**config.mk**
```make
export PLATFORM = sky130hd
export DESIGN_NAME = ring_fifo_flat
export DESIGN_NICKNAME = d
export VERILOG_FILES = /design/src/rtl/ring_fifo_pkg.sv /design/src/rtl/ring_fifo_if.sv /design/src/rtl/ring_fifo_mem.sv /design/src/rtl/ring_fifo.sv /design/src/flat_wrapper.sv
export SDC_FILE = /design/constraint.sdc
export NUM_CORES = 1
export LEC_CHECK = 0
export CORE_MARGIN = 10
export CORE_UTILIZATION = 54
export DETAILED_ROUTE_END_ITERATION = 12
export MAX_ROUTING_LAYER = met4
export PLACE_DENSITY_LB_ADDON = 0.05
export SETUP_SLACK_MARGIN = 0.02
export SYNTH_ARGS = -nofsm -noshare
export SYNTH_HDL_FRONTEND = slang
export SYNTH_SLANG_ARGS = --single-unit
export TNS_END_PERCENT = 100
```
**constraint.sdc**
```tcl
create_clock -name clk -period 9.6 [get_ports clk]
set_clock_uncertainty 0.15 [all_clocks]
set_input_delay 1.92 -clock clk [delete_from_list [all_inputs] [get_ports clk]]
set_output_delay 1.92 -clock clk [all_outputs]
set_load 0.1 [all_outputs]
```
**src/rtl/ring_fifo_pkg.sv**
```systemverilog
// ring_fifo_pkg -- shared constants and sizing helpers for ring_fifo | rev 1.0
`default_nettype none

package ring_fifo_pkg;

  localparam int unsigned c_data_w = 8;
  localparam int unsigned c_addr_w = 4;

  function automatic int unsigned fifo_depth(input int unsigned addr_w);
    return 32'd1 << addr_w;
  endfunction

  // Pointers and occupancy carry one extra bit so full and empty stay distinct.
  function automatic int unsigned ptr_width(input int unsigned addr_w);
    return addr_w + 32'd1;
  endfunction

  localparam int unsigned c_depth = fifo_depth(c_addr_w);
  localparam int unsigned c_ptr_w = ptr_width(c_addr_w);

endpackage

`default_nettype wire

```
**src/rtl/ring_fifo_if.sv**
```systemverilog
// ring_fifo_if -- data/handshake/status bundle; almost_full only with RING_FIFO_AFULL_EN | rev 1.0
`default_nettype none

interface ring_fifo_if #(
  parameter int unsigned DATA_W = 8,
  parameter int unsigned ADDR_W = 4
);
  logic [DATA_W-1:0] in;
  logic              wen;
  logic              ren;
  logic              clr_err;
  logic [DATA_W-1:0] out;
  logic              available;
  logic              full;
  logic              empty;
  logic [ADDR_W:0]   count;
  logic              overflow;
  logic              underflow;
`ifdef RING_FIFO_AFULL_EN
  logic              almost_full;
`endif

  modport master (
    output in, wen, ren, clr_err,
`ifdef RING_FIFO_AFULL_EN
    input  almost_full,
`endif
    input  out, available, full, empty, count, overflow, underflow
  );

  modport slave (
    input  in, wen, ren, clr_err,
`ifdef RING_FIFO_AFULL_EN
    output almost_full,
`endif
    output out, available, full, empty, count, overflow, underflow
  );

endinterface

`default_nettype wire

```
**src/rtl/ring_fifo_mem.sv**
```systemverilog
// ring_fifo_mem -- DATA_W x 2**ADDR_W simple dual-port RAM, registered read, no reset | rev 1.0
`default_nettype none

module ring_fifo_mem
  import ring_fifo_pkg::*;
#(
  parameter int unsigned DATA_W = c_data_w,
  parameter int unsigned ADDR_W = c_addr_w
) (
  input  wire logic              clk,
  input  wire logic              we,
  input  wire logic [ADDR_W-1:0] wr_addr,
  input  wire logic [DATA_W-1:0] wr_data,
  input  wire logic              re,
  input  wire logic [ADDR_W-1:0] rd_addr,
  output logic      [DATA_W-1:0] rd_data
);

  localparam int unsigned DEPTH = fifo_depth(ADDR_W);

  logic [DATA_W-1:0] r_mem [DEPTH];
  logic [DATA_W-1:0] r_rd_data;

  // Read-before-write: a pop and push on the same slot returns the old word.
  always_ff @(posedge clk) begin
    if (we) r_mem[wr_addr] <= wr_data;
    if (re) r_rd_data <= r_mem[rd_addr];
  end

  assign rd_data = r_rd_data;

endmodule

`default_nettype wire

```
**src/rtl/ring_fifo.sv**
```systemverilog
// ring_fifo -- parametrised ring buffer with status and sticky error flags;
// optional almost_full output under RING_FIFO_AFULL_EN | rev 1.0
`default_nettype none

module ring_fifo
  import ring_fifo_pkg::*;
#(
  parameter int unsigned DATA_W = c_data_w,
  parameter int unsigned ADDR_W = c_addr_w
`ifdef RING_FIFO_AFULL_EN
  , parameter int unsigned AFULL_LVL = fifo_depth(ADDR_W) - 2
`endif
) (
  input wire logic   clk,
  input wire logic   rst,
  ring_fifo_if.slave bus
);

  localparam int unsigned DEPTH = fifo_depth(ADDR_W);
  localparam int unsigned PTR_W = ptr_width(ADDR_W);

  logic [PTR_W-1:0]  r_wr_ptr;
  logic [PTR_W-1:0]  r_rd_ptr;
  logic              r_available;
  logic              r_overflow;
  logic              r_underflow;
  logic              r_out_loaded;
  logic [PTR_W-1:0]  w_count;
  logic              w_empty;
  logic              w_full;
  logic              w_pop;
  logic              w_push;
  logic [DATA_W-1:0] w_rd_data;

  assign w_count = r_wr_ptr - r_rd_ptr;
  assign w_empty = (w_count == '0);
  assign w_full  = (w_count == PTR_W'(DEPTH));
  assign w_pop   = bus.ren && !w_empty;
  assign w_push  = bus.wen && (!w_full || w_pop);

  ring_fifo_mem #(
    .DATA_W (DATA_W),
    .ADDR_W (ADDR_W)
  ) u_mem (
    .clk     (clk),
    .we      (w_push),
    .wr_addr (r_wr_ptr[ADDR_W-1:0]),
    .wr_data (bus.in),
    .re      (w_pop),
    .rd_addr (r_rd_ptr[ADDR_W-1:0]),
    .rd_data (w_rd_data)
  );

  always_ff @(posedge clk or posedge rst) begin
    if (rst) begin
      r_wr_ptr     <= '0;
      r_rd_ptr     <= '0;
      r_available  <= 1'b0;
      r_overflow   <= 1'b0;
      r_underflow  <= 1'b0;
      r_out_loaded <= 1'b0;
    end else begin
      if (w_push) r_wr_ptr <= r_wr_ptr + PTR_W'(1);
      if (w_pop)  r_rd_ptr <= r_rd_ptr + PTR_W'(1);
      r_available  <= w_pop;
      r_out_loaded <= r_out_loaded | w_pop;
      // A fresh error event outranks a clear in the same cycle.
      if (bus.wen && !w_push)     r_overflow <= 1'b1;
      else if (bus.clr_err)       r_overflow <= 1'b0;
      if (bus.ren && w_empty)     r_underflow <= 1'b1;
      else if (bus.clr_err)       r_underflow <= 1'b0;
    end
  end

`ifdef RING_FIFO_AFULL_EN
  logic             r_almost_full;
  logic [PTR_W-1:0] w_count_next;

  always_comb begin
    w_count_next = w_count;
    case ({w_push, w_pop})
      2'b10:   w_count_next = w_count + PTR_W'(1);
      2'b01:   w_count_next = w_count - PTR_W'(1);
      default: w_count_next = w_count;
    endcase
  end

  always_ff @(posedge clk or posedge rst) begin
    if (rst) r_almost_full <= 1'b0;
    else     r_almost_full <= (w_count_next >= PTR_W'(AFULL_LVL));
  end

  assign bus.almost_full = r_almost_full;
`endif

  // The RAM read register has no reset, so out is forced to 0 until the first pop.
  assign bus.out       = r_out_loaded ? w_rd_data : '0;
  assign bus.available = r_available;
  assign bus.full      = w_full;
  assign bus.empty     = w_empty;
  assign bus.count     = w_count;
  assign bus.overflow  = r_overflow;
  assign bus.underflow = r_underflow;

endmodule

`default_nettype wire

```
**src/flat_wrapper.sv**
```systemverilog
// flat-port wrapper written by rule: the top's interface ports become plain ports
module ring_fifo_flat import ring_fifo_pkg::*;
#(
  parameter int unsigned DATA_W = c_data_w,
  parameter int unsigned ADDR_W = c_addr_w

)
  (clk, rst, bus_in, bus_wen, bus_ren, bus_clr_err, bus_out, bus_available, bus_full, bus_empty, bus_count, bus_overflow, bus_underflow);
  ring_fifo_if #(.DATA_W(DATA_W), .ADDR_W(ADDR_W)) bus_i ();
  input wire logic clk;
  input wire logic rst;
  input wire logic [$bits(bus_i.in)-1:0] bus_in;
  input wire logic [$bits(bus_i.wen)-1:0] bus_wen;
  input wire logic [$bits(bus_i.ren)-1:0] bus_ren;
  input wire logic [$bits(bus_i.clr_err)-1:0] bus_clr_err;
  output wire logic [$bits(bus_i.out)-1:0] bus_out;
  output wire logic [$bits(bus_i.available)-1:0] bus_available;
  output wire logic [$bits(bus_i.full)-1:0] bus_full;
  output wire logic [$bits(bus_i.empty)-1:0] bus_empty;
  output wire logic [$bits(bus_i.count)-1:0] bus_count;
  output wire logic [$bits(bus_i.overflow)-1:0] bus_overflow;
  output wire logic [$bits(bus_i.underflow)-1:0] bus_underflow;
  assign bus_i.in = bus_in;
  assign bus_i.wen = bus_wen;
  assign bus_i.ren = bus_ren;
  assign bus_i.clr_err = bus_clr_err;
  assign bus_out = bus_i.out;
  assign bus_available = bus_i.available;
  assign bus_full = bus_i.full;
  assign bus_empty = bus_i.empty;
  assign bus_count = bus_i.count;
  assign bus_overflow = bus_i.overflow;
  assign bus_underflow = bus_i.underflow;
  ring_fifo #(.DATA_W(DATA_W), .ADDR_W(ADDR_W)) u_core (.clk(clk), .rst(rst), .bus(bus_i));
endmodule
```
Yosys cells after proc, flatten, opt, wreduce, memory -nomap -nowiden
Memories as Yosys holds them, arrays and structs flattened. A register that Yosys moved wholly into a read port is not among the register bits.
Index checks and enable logic that the tools add are counted.
W data, S select, Z words.
Storage, ports and cells
  input port bits: 13
  bits in writable memories: 128
  register bits after elaboration: 14
  memories: 1
  output and inout bits: 18
Operators by class
  eq/ne operators: 1
  $add $sub $neg: 3
  reductions and logical operators: 11
  bitwise logic cells: 1
  multiplexer cells: 6
Memories
  u_core.u_mem.r_mem: depth 16, bits a word 8, read ports 1, clocked after memory_dff 1, write ports 1, line ring_fifo_mem.sv:21  | logic [DATA_W-1:0] r_mem [DEPTH];
Operator list (number)
  $add A5 B1 Y5 const B: 2
  $mux W8: 1
  $eq A5 B5 Y1 const B: 1
  $logic_not A5 Y1: 1
  $mux W1: 5
  $sub A5 B5 Y5: 1
  $logic_and A1 B1 Y1: 4
  $reduce_bool A2 Y1: 2
  $logic_not A1 Y1: 3
  $logic_or A1 B1 Y1: 1
  $or A1 B1 Y1: 1

Depth between registers and ports, before layout
  depth after elaboration: 9
  mapped depth: 10
  depth with buffers taken out: 9

Cells and area by module
From an unflattened synthesis, not the netlist that was laid out.
Second synthesis, totals
  cell total of the unflattened synthesis: 315
  area total of the unflattened synthesis: 6099.6 µm²
Modules (own cells, without submodules)
  ring_fifo_mem: cells an instance 229, instances 1, area an instance 5227.5 µm²
  ring_fifo: cells an instance 86, instances 1, area an instance 872.1 µm²

Least setup slack after synthesis
No wires, ideal clock.
  kind: reg-to-output
  from: register u_core.r_rd_ptr[2]
  to: output port bus_full
  buffers on the path: 3
  arrival: 5064 ps
  slack: 2466 ps
  stages on the path, launching flop included: 10
  required time: 7530 ps
  cells stage by stage: dfrtp_1 -> buf_2 -> buf_1 -> buf_2 -> clkinv_1 -> ha_1 -> xor2_1 -> a211oi_1 -> nor2_1 -> nor3_1
Between the ends
  word-level cells in the longest chain between the ends: 2
RTL lines
  start, declared: line ring_fifo.sv:23  | logic [PTR_W-1:0] r_rd_ptr;
  start signal, assigned: line ring_fifo.sv:64  | if (w_pop) r_rd_ptr <= r_rd_ptr + PTR_W'(1);
  $sub A5 B5 Y5: line ring_fifo.sv:35  | assign w_count = r_wr_ptr - r_rd_ptr;
  net bus_count[2]: line flat_wrapper.sv:20  | output wire logic [$bits(bus_i.count)-1:0] bus_count;
  $eq A5 B5 Y1: line ring_fifo.sv:37  | assign w_full = (w_count == PTR_W'(DEPTH));
  end, declared: line flat_wrapper.sv:18  | output wire logic [$bits(bus_i.full)-1:0] bus_full;
The timed path passes the listed nets, and every way through them passes these cells.

Worst setup path after layout
  from: register u_core.r_rd_ptr[0]
  to: output port bus_empty
Between the ends
  word-level cells in the longest chain between the ends: 2
RTL lines
  $sub A5 B5 Y5: line ring_fifo.sv:35
  $logic_not A5 Y1: line ring_fifo.sv:36  | assign w_empty = (w_count == '0);
  end, declared: line flat_wrapper.sv:19  | output wire logic [$bits(bus_i.empty)-1:0] bus_empty;
Every way passes these cells.

==> metrics.md <==
| Metric | Value |
|---|---|
| Max stage delay on crit path | 1.13 ns |
| Distinct cells, synth | 36 |
| Die span in y | approximately 130 um |
| Portion of the post-synthesis area used by sequential elements | 0.725 |
| Flops & latches, synth | 150 |
| Type of the worst setup path | reg -> out |
| Category of the worst setup path launch point | flip-flop |
| Vias in the first global route | 3178 |
| Layout cells sized above 1 | 0.183 |
| Layout-stage area growth over the synthesis result | 16.3% |
| Cell type of the slowest stage on the worst timing path | clkdlybuf4s50_1 |
| I/O pin count | 31 |
| Count of buffers inserted at the top-level ports | 30 |
| Area taken by multi-input logic gates | 1570 um2 |
| FF/Latch Area | between 4000 and 5000 um2 |
| Total Routed Length | between 10000 and 15000 um |
| Gates resized, CTS repair | 0 |
| Arrival time worst endpoint | roughly 4.3 ns |
| Number of warning messages in the yosys log | 0 |
| Mean Syn Cell Area | 17.9 um2 |
| Number of non-filler instances in the completed layout | 533 |
| Max_slew headroom | 0.350 |
| # rows | 38 |
| Clock latency of the later-clocked register in the worst-skew pair | 0.43 ns |
| Global-route wire length before repair | 18500 um |
| Compound-gate portion of the synthesized area | 0.0223 |
| Post-synth top area cell | edfxtp_1 |
| Transition time of the tightest slew-check pin | 0.972 ns |
| Global Route Usage Sum | 0.161 |
| Clock slew at reported path FFs | 0.06 ns |
| Most common cell type on the critical path | inv_1 |
| Top cells by area, synth | edfxtp_1 (67%), mux4_2 (12%), dfrtp_1 (5.7%) |
| Share of the synthesized area in the top cell type | 0.668 |
| Drt drc | 0 |
| Final TNS setup | 0 ns |
| Simple-gate area share of the yosys netlist | 0.0761 |
| Syn_nets | 365 |
| Period utilization | 0.660 |
| GR Overflow Total | 0 |
| Hold WS | 0.333 ns |
| # H-tree levels | 4 |
| Result of the run | completed |
| Top fanout value on the critical path | 36 |
| GP Congestion | 0.791 |
| Start of the worst register-to-register path | u_core.r_rd_ptr[0] |
| Startpoint of the worst hold path | u_core.r_wr_ptr[4] |
| Buffer type at the clock tree root | clkbuf_16 |
| Detail Route Antenna Nets | 0 |
| Multiplexer area fraction after synthesis | 0.122 |
| # nets final | 405 |
| Effective utilization at floorplan | 0.557 |
| Leading cell types by count after synthesis | edfxtp_1 (136), nand2_1 (39), mux4_2 (32), nor2_1 (17), dfrtp_1 (14) |
| Horizontal extent of the die | 126 um |
| Most common cell in the synthesized netlist | edfxtp_1 |
| Gate count after technology mapping | 342 |
| Final slew viol count | 0 |
| Max-Cap Viols | 0 |
| CP required | ~7.5 ns |
| Post-CTS Setup Repair Bufs | 0 |
| Hold crit path type | reg -> reg |
| Number of vias in the routed layout | 3053 |
| Fraction of synthesis flops using an asynchronous set or reset pin | 0.0933 |
| Floorplan core area | 11000 um2 |
| Initial DRC Count | 280 |
| Mean number of vias per cell | between 5 and 6 |
| Xor/xnor cell area share of the yosys netlist | 0.0158 |
| Clk sinks | 150 |
| Dominant register cell in the synthesized netlist | edfxtp_1 |
| Total of fill cells in the finished design | 793 |
| CTS Hold Bufs | 0 |
| Adder-cell share of the synthesized area | 0.0217 |
| Number of placed instances, taps included | between 500 and 600 |
| Shortest clock period the worst path allows after layout | between 6 and 7 ns |
| Number of enable-type register cells in the synthesized netlist | 136 |
| Chain of cells forming the critical path | buf_4 > ha_1 > inv_1 > fa_1 > nand3b_1 > a211oi_1 > o22ai_2 > inv_1 > clkdlybuf4s50_1 |
| Number of antenna violations at the first check in global routing | 0 |
| TritonCTS buffer count | 17 |
| TritonCTS clock tree | built |
| Antenna cells | 0 |
| Timing-limited maximum frequency | 158 MHz |
| Routed len/inst | between 20 and 25 um |
| Max clock buf depth | 2 |
| Largest net degree at the start of global routing | 37 |
| Worst Setup SP | u_core.r_rd_ptr[0] |
| Detailed Place HPWL | ~7600 um |
| Post-Synthesis Cell Area | between 6000 and 7000 um2 |
| Combinational family with the most area after synthesis | multiplexers |
| Setup-violating endpoint count in the final report | 0 |
| Die Outline Area | 16000 um2 |
| Total non-filler cell area in the finished layout | 7110 um2 |
| First-pass iteration count of the detailed router | 5 |
| Placed Instance Area | between 6000 and 7000 um2 |
| Type of element capturing the critical path | output pin |
| Final Hold Fails | 0 |
| RSZ-0062 raised after global routing | false |
[placed cells by master (no fill, tap or decap), drive strengths merged, types with 9 or more instances in the layout]
cell	instances
clkinv	9
nand2	40
inv	12
and3	12
clkbuf	17
dfrtp	14
mux4	32
ha	9
nor2	17
clkdlybuf4s50	30
edfxtp	136
[final cells by class]
class / instances / area share
Sequential cell: 150 / 0.624
Clock buffer: 17 / 0.0598
Multi-Input combinational cell: 168 / 0.221
Tap cell: 140 / 0.0246
Timing Repair Buffer: 33 / 0.0454
Clock inverter: 13 / 0.0187
Inverter: 12 / 0.00633
[logic make-up (layout without fill, tap and decap cells)]
logic type,Yosys count,count (layout)
adder cells (fa/ha/maj),10,10
AND/OR/NAND/NOR,95,95
buffers and inverters,24,75
AO/OA/AOI/OAI,18,18
XOR/XNOR,11,11
flip-flops,150,150
multiplexers,34,34
[through the flow]
step / util / setup WS, ns
after floorplan: - / 2.47
after global placement: 0.597 / 3.71
after detailed placement: 0.597 / 3.65
after CTS: 0.647 / 3.20
after global routing: 0.647 / 2.95
final: 0.647 / 3.26
[metal layers]
layer	vias to the layer above	wire length [um]	global-route usage
li1	1410	-	-
met4	0	246	0.0536
met5	-	0	-
met1	1524	4890	0.207
met2	103	5620	0.230
met3	16	970	0.0637
[state kept, by name (all words and copies together) (netlist names)]
| name | count |
|---|---|
| u_core.bus.available | 1 |
| u_core.bus.underflow | 1 |
| u_core.r_wr_ptr | 5 |
| u_core.u_mem.r_mem | 128 |
| u_core.r_rd_ptr | 5 |
| u_core.bus.overflow | 1 |
| u_core.r_out_loaded | 1 |
| u_core.u_mem.rd_data | 8 |
[path summary, 6_finish.rpt]
path / endpoint / slack, ns / depth (start not counted)
min in group asynchronous: u_core.r_wr_ptr[3] / 1.70 / 2
hold / removal: u_core.r_wr_ptr[4] / 0.33 / 1
setup reg to reg: u_core.u_mem.r_mem[5][6] / 5.65 / 9
setup / recovery: bus_empty / 3.26 / 9
max in group asynchronous: u_core.r_rd_ptr[0] / 7.19 / 2
hold reg to reg: u_core.r_wr_ptr[4] / 0.33 / 1
[worst max-delay path: cells and delay by family (launching register included)]
family	cells	cell delay (ns)
buf+inv	4	1.82
fa+ha+maj	2	0.75
compound gates	2	0.73
flops	1	0.34
simple gates	1	0.19
Power is not shown: default switching activity piles up to over one toggle a cycle in this logic, so the estimate is an artifact.
